File: src/rtl/shift_unit_pipe.sv
// Pipelined barrel shifter (SHL/SHR/SAR/ROL/ROR) with a valid/ready handshake on both sides.
// Define SH_FLAGS_EN to add the registered out_zero / out_carry flag outputs.
module shift_unit_pipe #(
    parameter int WIDTH  = 32,
    parameter int STAGES = 2
) (
    input  logic                   clk,
    input  logic                   rst,
    input  logic                   in_valid,
    output logic                   in_ready,
    input  logic [2:0]             in_op,
    input  logic [$clog2(WIDTH):0] in_n,
    input  logic [WIDTH-1:0]       in_data,
    output logic                   out_valid,
    input  logic                   out_ready,
    output logic [WIDTH-1:0]       out_data
`ifdef SH_FLAGS_EN
    ,
    output logic                   out_zero,
    output logic                   out_carry
`endif
);

    localparam int LG        = $clog2(WIDTH);
    localparam int NW        = LG + 1;
    localparam int LEVELS    = LG + 1;
    localparam int PER_STAGE = (LEVELS + STAGES - 1) / STAGES;

    localparam logic [2:0] OP_SHL = 3'd0;
    localparam logic [2:0] OP_SHR = 3'd1;
    localparam logic [2:0] OP_SAR = 3'd2;
    localparam logic [2:0] OP_ROL = 3'd3;
    localparam logic [2:0] OP_ROR = 3'd4;

    typedef logic [WIDTH-1:0] word_t;

    // Level lvl shifts by 2**lvl; the top level (lvl == LG) is the full-width step,
    // which clears SHL/SHR, sign-fills SAR and is an identity for rotates.
    function automatic word_t level_data(input logic [2:0] op, input word_t v, input int lvl);
        word_t r;
        int    amt;
        amt = 1 << lvl;
        r   = v;
        case (op)
            OP_SHL:  r = v << amt;
            OP_SHR:  r = v >> amt;
            OP_SAR:  r = word_t'($signed(v) >>> amt);
            OP_ROL:  r = (v << amt) | (v >> (WIDTH - amt));
            OP_ROR:  r = (v >> amt) | (v << (WIDTH - amt));
            default: r = v;
        endcase
        return r;
    endfunction

`ifdef SH_FLAGS_EN
    function automatic logic level_carry(input logic [2:0] op, input word_t v, input int lvl,
                                         input logic c_in);
        logic c;
        int   amt;
        amt = 1 << lvl;
        c   = c_in;
        case (op)
            OP_SHL:         c = |(v & (word_t'(1) << (WIDTH - amt)));
            OP_SHR, OP_SAR: c = |(v & (word_t'(1) << (amt - 1)));
            default:        c = c_in;
        endcase
        return c;
    endfunction
`endif

    logic advance;

    assign advance  = !out_valid || out_ready;
    assign in_ready = advance;

    for (genvar s = 0; s < STAGES; s++) begin : g_stage
        logic            valid_d, valid_q;
        logic [2:0]      op_d;
        logic [NW-1:0]   n_d;
        word_t           data_in, data_d, data_q;
`ifdef SH_FLAGS_EN
        logic            carry_in, carry_d, carry_q;
`endif

        if (s == 0) begin : g_src
            assign valid_d = in_valid;
            assign op_d    = in_op;
            assign n_d     = in_n;
            assign data_in = in_data;
`ifdef SH_FLAGS_EN
            assign carry_in = 1'b0;
`endif
        end else begin : g_src
            assign valid_d = g_stage[s-1].valid_q;
            assign op_d    = g_stage[s-1].g_fwd.op_q;
            assign n_d     = g_stage[s-1].g_fwd.n_q;
            assign data_in = g_stage[s-1].data_q;
`ifdef SH_FLAGS_EN
            assign carry_in = g_stage[s-1].carry_q;
`endif
        end

        always_comb begin
            data_d = data_in;
`ifdef SH_FLAGS_EN
            carry_d = carry_in;
`endif
            for (int l = s * PER_STAGE; l < (s + 1) * PER_STAGE; l++) begin
                if (l < LEVELS && (n_d & (NW'(1) << l)) != '0) begin
`ifdef SH_FLAGS_EN
                    carry_d = level_carry(op_d, data_d, l, carry_d);
`endif
                    data_d = level_data(op_d, data_d, l);
                end
            end
`ifdef SH_FLAGS_EN
            // Rotate carry is the bit that wrapped last, i.e. the end bit of the final result.
            if (s == STAGES - 1 && n_d != '0) begin
                if (op_d == OP_ROL) begin
                    carry_d = data_d[0];
                end else if (op_d == OP_ROR) begin
                    carry_d = data_d[WIDTH-1];
                end
            end
`endif
        end

        always_ff @(posedge clk) begin
            if (rst) begin
                valid_q <= 1'b0;
                data_q  <= '0;
`ifdef SH_FLAGS_EN
                carry_q <= 1'b0;
`endif
            end else if (advance) begin
                valid_q <= valid_d;
                data_q  <= data_d;
`ifdef SH_FLAGS_EN
                carry_q <= carry_d;
`endif
            end
        end

        if (s < STAGES - 1) begin : g_fwd
            logic [2:0]    op_q;
            logic [NW-1:0] n_q;

            always_ff @(posedge clk) begin
                if (rst) begin
                    op_q <= '0;
                    n_q  <= '0;
                end else if (advance) begin
                    op_q <= op_d;
                    n_q  <= n_d;
                end
            end
        end
    end

    assign out_valid = g_stage[STAGES-1].valid_q;
    assign out_data  = g_stage[STAGES-1].data_q;

`ifdef SH_FLAGS_EN
    logic zero_d, zero_q;

    assign zero_d = (g_stage[STAGES-1].data_d == '0);

    always_ff @(posedge clk) begin
        if (rst) begin
            zero_q <= 1'b0;
        end else if (advance) begin
            zero_q <= zero_d;
        end
    end

    assign out_zero  = zero_q;
    assign out_carry = g_stage[STAGES-1].carry_q;
`endif

endmodule

File: config.mk
export PLATFORM = sky130hd
export DESIGN_NAME = shift_unit_pipe
export DESIGN_NICKNAME = d
export VERILOG_FILES = /design/src/rtl/shift_unit_pipe.sv
export SDC_FILE = /design/constraint.sdc
export NUM_CORES = 1
export LEC_CHECK = 0
export ABC_AREA = 1
export CAP_MARGIN = 20
export CORE_ASPECT_RATIO = 1.25
export CORE_MARGIN = 1.5
export CORE_UTILIZATION = 61
export DETAILED_ROUTE_END_ITERATION = 10
export PLACE_DENSITY = 0.85
export REMOVE_ABC_BUFFERS = 1
export SYNTH_ARGS = -nofsm -noshare
export SYNTH_HDL_FRONTEND = slang
export SYNTH_SLANG_ARGS = --single-unit
File: constraint.sdc
create_clock -name clk -period 3.47 [get_ports clk]
set_input_delay 0.347 -clock clk [delete_from_list [all_inputs] [get_ports clk]]
set_output_delay 0.347 -clock clk [all_outputs]
set_load 0.02 [all_outputs]
Yosys cells after proc, flatten, opt, wreduce, memory -nomap -nowiden
Cells that the tools add are included.

storage, ports and cells
  register bits = 75
  output and inout bits = 34

operators by class
  equal/unequal tests = 8
  mux-type cells = 12
  bitwise gates (word level) = 9
  reduce and logical (&&, ||, !) cells = 6

operator list
  operator                                                               number
  32-bit one-hot mux with 5 select lines                                 4
  32-bit 2-to-1 mux                                                      6
  32-bit one-hot mux with 4 select lines                                 1
  32-bit one-hot mux with 2 select lines                                 1
  16-bit by 32-bit OR with 32-bit output                                 1
  24-bit by 32-bit OR with 32-bit output                                 1
  28-bit by 32-bit OR with 32-bit output                                 1
  30-bit by 32-bit OR with 32-bit output                                 1
  31-bit by 32-bit OR with 32-bit output                                 1
  32-bit by 1-bit OR with 32-bit output                                  1
  32-bit by 2-bit OR with 32-bit output                                  1
  32-bit by 4-bit OR with 32-bit output                                  1
  32-bit by 8-bit OR with 32-bit output                                  1
  3-bit by 2-bit equality test with 1-bit output, second input constant  4
  3-bit by 1-bit equality test with 1-bit output, second input constant  2
  3-bit equality test, second input constant                             2
  3-bit zero test                                                        2
  2-bit OR reduction                                                     2
  1-bit zero test                                                        1
  1-bit logical OR                                                       1

Depth between registers and ports, before layout
Gate-level depths: netlist of the first run.

  depth after elaboration = 9
  depth in mapped cells = 15
  mapped depth without buffers = 15

Least setup slack after synthesis of the first run
No wires, ideal clock.

  kind = reg2reg
  from = register g_stage[0].g_fwd.op_q[1]
  to = register g_stage[1].data_q[23], in the netlist out_data[23]
  cell stages (with the launch flop) = 15
  required time = 3.361 ns
  clock period less this slack = 1.716 ns
  slack = 1.754 ns
  arrival = 1.607 ns
  path through = dfxtp_1 -> inv_2 -> nand2_2 -> nand2_2 -> nand2_4 -> inv_2 -> buf_2 -> buf_6 -> or2_1 -> nand3_1 -> nand2_1 -> nand3_1 -> nand3_1 -> nand2_1 -> inv_1

on the way
  longest elaborated chain between the ends = 8

ends and longest elaborated chain
  item                                         RTL line  RTL
  start, declared                              145       logic [2:0] op_q;
  start signal, assigned                       153       op_q <= op_d;
  3-bit equality test (tied with other cells)  44        case (op)
  32-bit one-hot mux with 5 select lines       44
  32-bit 2-to-1 mux                            109       if (l < LEVELS && (n_d & (NW'(1) << l)) != '0) begin
  16-bit by 32-bit OR with 32-bit output       48, 49
  32-bit one-hot mux with 4 select lines       44
  32-bit 2-to-1 mux                            109
  32-bit one-hot mux with 2 select lines       44
  32-bit 2-to-1 mux (*)                        109
  end signal, assigned                         137       data_q <= data_d;
  end, declared                                80        word_t data_in, data_d, data_q;

Every way passes the cells marked *; elsewhere a longest branch is shown, timed or not.
A chain may end at the register's enable or synchronous reset.

Final worst setup path of the first run
  from = input in_op[0]
  to = register g_stage[0].data_q[2]

on the way
  longest elaborated chain between the ends = 9

ends and longest elaborated chain
  item                                                                                             RTL line  RTL
  start, declared                                                                                  11        input logic [2:0] in_op,
  3-bit equality test (tied with other cells)                                                      44
  32-bit one-hot mux with 5 select lines                                                           44
  32-bit 2-to-1 mux                                                                                109
  30-bit by 32-bit OR with 32-bit output or 32-bit by 2-bit OR with 32-bit output (tied branches)  49, 48
  32-bit one-hot mux with 5 select lines                                                           44
  32-bit 2-to-1 mux                                                                                109
  28-bit by 32-bit OR with 32-bit output or 32-bit by 4-bit OR with 32-bit output (tied branches)  49, 48
  32-bit one-hot mux with 5 select lines                                                           44
  32-bit 2-to-1 mux (*)                                                                            109
  end signal, assigned                                                                             137
  end, declared                                                                                    80

Marked as above.

==> flow_metrics.env, run 1 <==
export IMPL_clock_skew_ns=0.00441
export IMPL_numPortBuffers=78
export IMPL_status="completed"
export IMPL_critical_path_required_ns=3.69
export IMPL_cts_tree="done"
export IMPL_htreeDepth=3
export IMPL_row_count=41
export IMPL_synth_avg_cell_area_um2=5.72
export IMPL_r2r_cells=11
export IMPL_num_nets_final=1167
export IMPL_critPathBufInv=2
export IMPL_netlist_instances=1089
export IMPL_track_usage_pct=37.1
export IMPL_dp_hpwl_mm=14.6
export IMPL_start_util_pct=62.3
export IMPL_whs_path_depth=2
export IMPL_grt_setup_unrepaired="no"
export IMPL_stdcell_count=1254
export IMPL_insertion_delay_ns=0.34
export IMPL_clock_sinks=72
export IMPL_place_inst=1240
export IMPL_grt_start_max_net_pins=51
export IMPL_grt_pass1_vias=6594
export IMPL_core_area_um2=10000
export IMPL_syn_cell_area_um2=6230
export IMPL_setup_ws_ns=0.958
export IMPL_fin_crit_sh_pct=72.4
export IMPL_drcViolationCount=0
export IMPL_ios=79
export IMPL_cp_num_cells=13
export IMPL_path_cells="clkdlybuf4s50_1 > nor2_1 > nand2_1 > nand3_2 > buf_12 > nand2_1 > o211ai_1 > nand3_1 > nand3_1 > nand3_1 > o21ai_0 > nand2_1 > a21oi_1"
export IMPL_cp_arrival_ns=2.73
export IMPL_power_mw=2.87
export IMPL_ant_nets=0
export IMPL_fin_util_pct=72.3
export IMPL_post_cts_buffers=0
export IMPL_root_buffer="clkbuf_16"
export IMPL_setup_tns_final_ns=0
export IMPL_cp_slowest_cell="clkdlybuf4s50_1"
export IMPL_overflow=0
export IMPL_cpLargestDelayFamily="simple AND/OR/NAND/NOR gates"
export IMPL_end_kind="register"
export IMPL_synth_distinct_cells=35
export IMPL_hold_violations=0
export IMPL_ctsResizeCount=0
export IMPL_place_area_um2=6970
export IMPL_timing_hold_ws_ns=0.456
export IMPL_vias=7536
export IMPL_max_cap_violations=0
export IMPL_fillCellCount=956
export IMPL_worstSetupPathType="in -> reg"
export IMPL_final_layout_size_suffix_gt1_share_pct=6.13
export IMPL_clk_path_buf_depth=2
export IMPL_synth_seq_area_share_pct=23.1
export IMPL_netlist_top_cells_area="dfxtp_1 23%, nand2_1 17%, nand3_1 17%, a21oi_1 9.3%, o21ai_0 9.2%"
export IMPL_vdd_drop_max_v=0.000239
export IMPL_fin_crit_ns=2.51
export IMPL_yosysTopAreaCellShare_pct=23.1
export IMPL_synth_top_area_cell="dfxtp_1"
export IMPL_fmax_mhz=398
export IMPL_layout_cells_most_common="nand2_1"
export IMPL_diodes=0
export IMPL_firstDrtPassIters=6
export IMPL_die_area_um2=10800
export IMPL_wirelength_mm=19.6
export IMPL_dr_first_iter_drc_count=704
export IMPL_slew_headroom_pct=35.4
export IMPL_hold_class="reg -> reg"
export IMPL_leakage_nw=3.37
export IMPL_place_congestion=1.01
export IMPL_powerDensity_nw_per_um2=397
export IMPL_clkTransAtPathRegs_ns=0.05
export IMPL_cts_made_buffers=9
export IMPL_fin_area_um2=7230
export IMPL_finalMaxSlewViolations=0
export IMPL_dp_slack_ns=0.689
export IMPL_tightest_slew_ns=0.967
export IMPL_wl_per_cell_um=15.7
export IMPL_critPathMaxFanout=43
export IMPL_area_growth_pct=16.0
export IMPL_ys_warn_count=0
export IMPL_finalSetupViolations=0
export IMPL_hold_buffers=0
export IMPL_critical_path_max_stage_delay_ns=0.59
export IMPL_die_x_um=93.4
export IMPL_layout_common_cells="280 x nand2_1, 206 x nand3_1, 116 x a21oi_1"
export IMPL_start_kind="input pin"
export IMPL_grt_pass1_wl_mm=32.1
export IMPL_via_per_inst=6.01
export IMPL_antenna_found_initial=0
export IMPL_fp_dieH_um=116
export IMPL_synth_seq_cells=72
## final timing paths
path	startpoint	endpoint	slack, ns
max	in_op[0]	g_stage[0].data_q[2]$_SDFFE_PP0P_	0.96
min	g_stage[0].valid_q$_SDFFE_PP0P_	g_stage[0].valid_q$_SDFFE_PP0P_	0.46
min reg2reg	g_stage[0].valid_q$_SDFFE_PP0P_	g_stage[0].valid_q$_SDFFE_PP0P_	0.46
max reg2reg	g_stage[0].g_fwd.op_q[1]$_SDFFE_PP0P_	out_data[22]$_SDFFE_PP0P_	1.02
## power breakdown
group	switching, mW	internal [mW]	leakage [nW]
combinational	0.675	0.399	2.65
sequential	0.0687	0.920	0.596
clock	0.312	0.494	0.126
## synthesized netlist by cell type
cell,number
clkbuf_2,1
buf_4,3
nand2_4,1
o221ai_1,8
nand4_4,1
nand3_2,3
nand3_1,206
or2_2,13
nand2_2,5
clkbuf_1,36
o21ai_0,115
o22ai_1,7
nor2_2,1
nand4_1,3
inv_1,77
nand2_1,280
o21bai_1,7
inv_2,8
dfxtp_1,72
o211ai_2,3
a22o_1,1
or2_0,3
buf_1,4
a31oi_1,1
buf_6,4
nand3b_1,1
nor2_1,35
buf_2,26
o21ai_2,2
nor2_4,1
a21oi_1,116
o211ai_1,9
a21oi_2,1
o21ai_1,15
or2_1,20
## final cells by class
cell class              count  area (um^2)  share of cell area [%]
clock buffers              13          250                    3.46
clock inverters             1         5.00                  0.0692
inverters                  85          319                    4.41
multi-input cells         858         4120                    57.0
flip-flops and latches     72         1440                    19.9
well taps                 129          161                    2.23
repair buffers             96          928                    12.8
## flip-flops by register name (all words and copies together), names as in the netlist
register            count
g_stage.g_fwd.op_q      3
out_data               32
out_valid               1
g_stage.g_fwd.n_q       3
g_stage.valid_q         1
g_stage.data_q         32
## cells by family after synthesis
logic type / synth area share [%]
simple gates: 41.3
compound gates: 24.8
buf+inv: 10.8
flops: 23.1
## worst reg2reg max path, cell delays in order (launching register included)
cell,delay (ns)
dfxtp_1,0.42
inv_2,0.08
nand2_2,0.13
nor2_4,0.09
a21oi_2,0.65
o21ai_1,0.12
o21ai_1,0.19
o21ai_2,0.13
nand4_4,0.26
nand3_1,0.15
nand2_1,0.08
inv_1,0.05
## metal layers
layer | up-vias | GRT usage [%] | wire length, um
li1 | 3743 | - | -
met1 | 3334 | 44.3 | 7910
met2 | 384 | 63.6 | 9370
met3 | 75 | 3.87 | 1210
met4 | 0 | 23.2 | 1150
met5 | - | 0 | 0
Power figures use the tool's default switching activity.
==> inputs of run 2 (changes only) <==
--- a/config.mk
+++ b/config.mk
@@ -9,9 +9,9 @@
 export CAP_MARGIN = 20
 export CORE_ASPECT_RATIO = 1.25
 export CORE_MARGIN = 1.5
-export CORE_UTILIZATION = 61
+export CORE_UTILIZATION = 57
 export DETAILED_ROUTE_END_ITERATION = 10
-export PLACE_DENSITY = 0.85
+export PLACE_DENSITY = 0.8
 export REMOVE_ABC_BUFFERS = 1
 export SYNTH_ARGS = -nofsm -noshare
 export SYNTH_HDL_FRONTEND = slang
==> constraint.sdc (replaced) <==
create_clock -name clk -period 2.58 [get_ports clk]
set_input_delay 0.258 -clock clk [delete_from_list [all_inputs] [get_ports clk]]
set_output_delay 0.258 -clock clk [all_outputs]
set_load 0.02 [all_outputs]
==> flow_metrics.env, run 2 (same netlist as run 1, synthesis figures left out) <==
export IMPL_critPathBufInv=2
export IMPL_fin_crit_ns=2.32
export IMPL_layout_common_cells="280 x nand2_1, 206 x nand3_1, 116 x a21oi_1"
export IMPL_fmax_mhz=431
export IMPL_status="completed"
export IMPL_fp_dieH_um=120
export IMPL_die_x_um=96.5
export IMPL_powerDensity_nw_per_um2=533
export IMPL_critical_path_max_stage_delay_ns=0.36
export IMPL_ios=79
export IMPL_clkTransAtPathRegs_ns=0.05
export IMPL_clk_path_buf_depth=2
export IMPL_crit_end="out_data[30]$_SDFFE_PP0P_"
export IMPL_via_per_inst=5.93
export IMPL_firstDrtPassIters=8
export IMPL_row_count=42
export IMPL_diodes=0
export IMPL_drcViolationCount=0
export IMPL_reg2reg_to="out_data[30]$_SDFFE_PP0P_"
export IMPL_path_cells="inv_1 > nand2_2 > nor2_4 > a21oi_4 > o21ai_1 > o21ai_1 > o21ai_2 > nand3_1 > nor2_2 > o21bai_1 > inv_1"
export IMPL_start_kind="register"
export IMPL_overflow=0
export IMPL_cp_slowest_cell="nor2_2"
export IMPL_die_area_um2=11600
export IMPL_timing_hold_ws_ns=0.458
export IMPL_top_layer_used="met4"
export IMPL_tightest_slew_ns=0.527
export IMPL_antenna_found_initial=0
export IMPL_cp_num_cells=11
export IMPL_layout_cells_most_common="nand2_1"
export IMPL_r2r_cells=11
export IMPL_grt_pass1_wl_mm=32.1
export IMPL_critPathMaxFanout=24
export IMPL_htreeDepth=3
export IMPL_r2r_start="g_stage[0].g_fwd.op_q[0]$_SDFFE_PP0P_"
export IMPL_dr_first_iter_drc_count=758
export IMPL_clock_skew_ns=0.00370
export IMPL_grt_start_max_net_pins=66
export IMPL_cts_made_buffers=9
export IMPL_start_util_pct=58.7
export IMPL_cts_tree="done"
export IMPL_max_cap_violations=0
export IMPL_root_buffer="clkbuf_16"
export IMPL_place_congestion=0.980
export IMPL_cpLargestDelayFamily="simple AND/OR/NAND/NOR gates"
export IMPL_clock_sinks=72
export IMPL_hold_violations=0
export IMPL_finalSetupViolations=0
export IMPL_wl_per_cell_um=15.4
export IMPL_slew_headroom_pct=64.8
export IMPL_finalMaxSlewViolations=0
export IMPL_final_layout_size_suffix_gt1_share_pct=7.05
export IMPL_hold_class="reg -> reg"
export IMPL_grt_setup_unrepaired="no"
export IMPL_dp_hpwl_mm=14.6
export IMPL_area_growth_pct=18.6
export IMPL_met1_length_mm=7.80
export IMPL_post_cts_buffers=0
export IMPL_vias=7507
export IMPL_end_kind="register"
export IMPL_numPortBuffers=78
export IMPL_track_usage_pct=34.7
export IMPL_ant_nets=0
export IMPL_leakage_nw=3.45
export IMPL_insertion_delay_ns=0.34
export IMPL_cp_arrival_ns=2.60
export IMPL_vdd_drop_max_v=0.000367
export IMPL_wirelength_mm=19.5
export IMPL_critical_path_required_ns=2.86
export IMPL_critPathLaunch="g_stage[0].g_fwd.op_q[0]$_SDFFE_PP0P_"
export IMPL_fin_crit_sh_pct=89.9
export IMPL_wl_met2_mm=9.57
export IMPL_grt_pass1_vias=6747
export IMPL_core_area_um2=10600
export IMPL_setup_tns_final_ns=0
export IMPL_num_nets_final=1177
export IMPL_r2r_slack_ns=0.26
export IMPL_worstSetupPathType="reg -> reg"
export IMPL_wl_met3_mm=1.34
## run 2: how the worst min path moves through the flow
| stage | start | endpoint | slack, ns | cells after the start |
|---|---|---|---|---|
| floorplan | rst | out_data[31]$_SDFFE_PP0P_ | 0.33 | 1 |
| global placement | g_stage[0].valid_q$_SDFFE_PP0P_ | g_stage[0].valid_q$_SDFFE_PP0P_ | 0.44 | 2 |
| detailed placement | g_stage[0].valid_q$_SDFFE_PP0P_ | g_stage[0].valid_q$_SDFFE_PP0P_ | 0.45 | 2 |
| CTS | g_stage[0].valid_q$_SDFFE_PP0P_ | g_stage[0].valid_q$_SDFFE_PP0P_ | 0.46 | 2 |
| global route | g_stage[0].valid_q$_SDFFE_PP0P_ | g_stage[0].valid_q$_SDFFE_PP0P_ | 0.48 | 2 |
| finish | g_stage[0].valid_q$_SDFFE_PP0P_ | g_stage[0].valid_q$_SDFFE_PP0P_ | 0.46 | 2 |
## run 2: final cells by class
type                       instances  area [um^2]
fill                            1010         3220
sequential                        72         1440
tap                              132          165
inverter                          85          319
timing repair buffer             106         1070
multi-input combinational        858         4130
clock buffer                      14          274
## run 2: metal layers
layer  vias to the layer above  global-route usage, %
met5                         -                      0
met4                         0                   17.3
met3                        68                   6.02
met2                       375                   58.7
met1                      3300                   41.0
li1                       3764                      -
## run 2: through the flow
step                      worst slack [ns]  utilization [%]  instance area [um^2]  instances  power [mW]
after floorplan                     -0.462                -                  5880       1015        2.27
after global placement              0.0773             67.0                  7110       1253        2.77
after detailed placement            0.0695             67.0                  7110       1253        2.79
after CTS                            0.230             69.6                  7390       1267        3.93
after global routing                0.0676             69.7                  7400       1267        4.20
final                                0.260             69.7                  7400       1267        3.94
## run 2: worst register-to-register path, delay by kind of cell, from the launching register on
kind                   cells  cell delay (ns)
AND/OR/NAND/NOR            4             0.92
AO/OA/AOI/OAI              5             0.82
flip-flops                 1             0.34
buffers and inverters      2             0.18
## run 2: power breakdown
part | leakage (nW) | switching (mW) | total [mW] | internal (mW)
sequential | 0.596 | 0.0888 | 1.33 | 1.24
combinational | 2.72 | 0.917 | 1.48 | 0.564
clock | 0.135 | 0.416 | 1.13 | 0.718
total | 3.45 | 1.42 | 3.94 | 2.52
## run 2: repair_timing
item,4_1_cts,5_1_grt
gates resized for setup,0,1
endpoints found under the setup margin,0,8
hold buffers,0,0
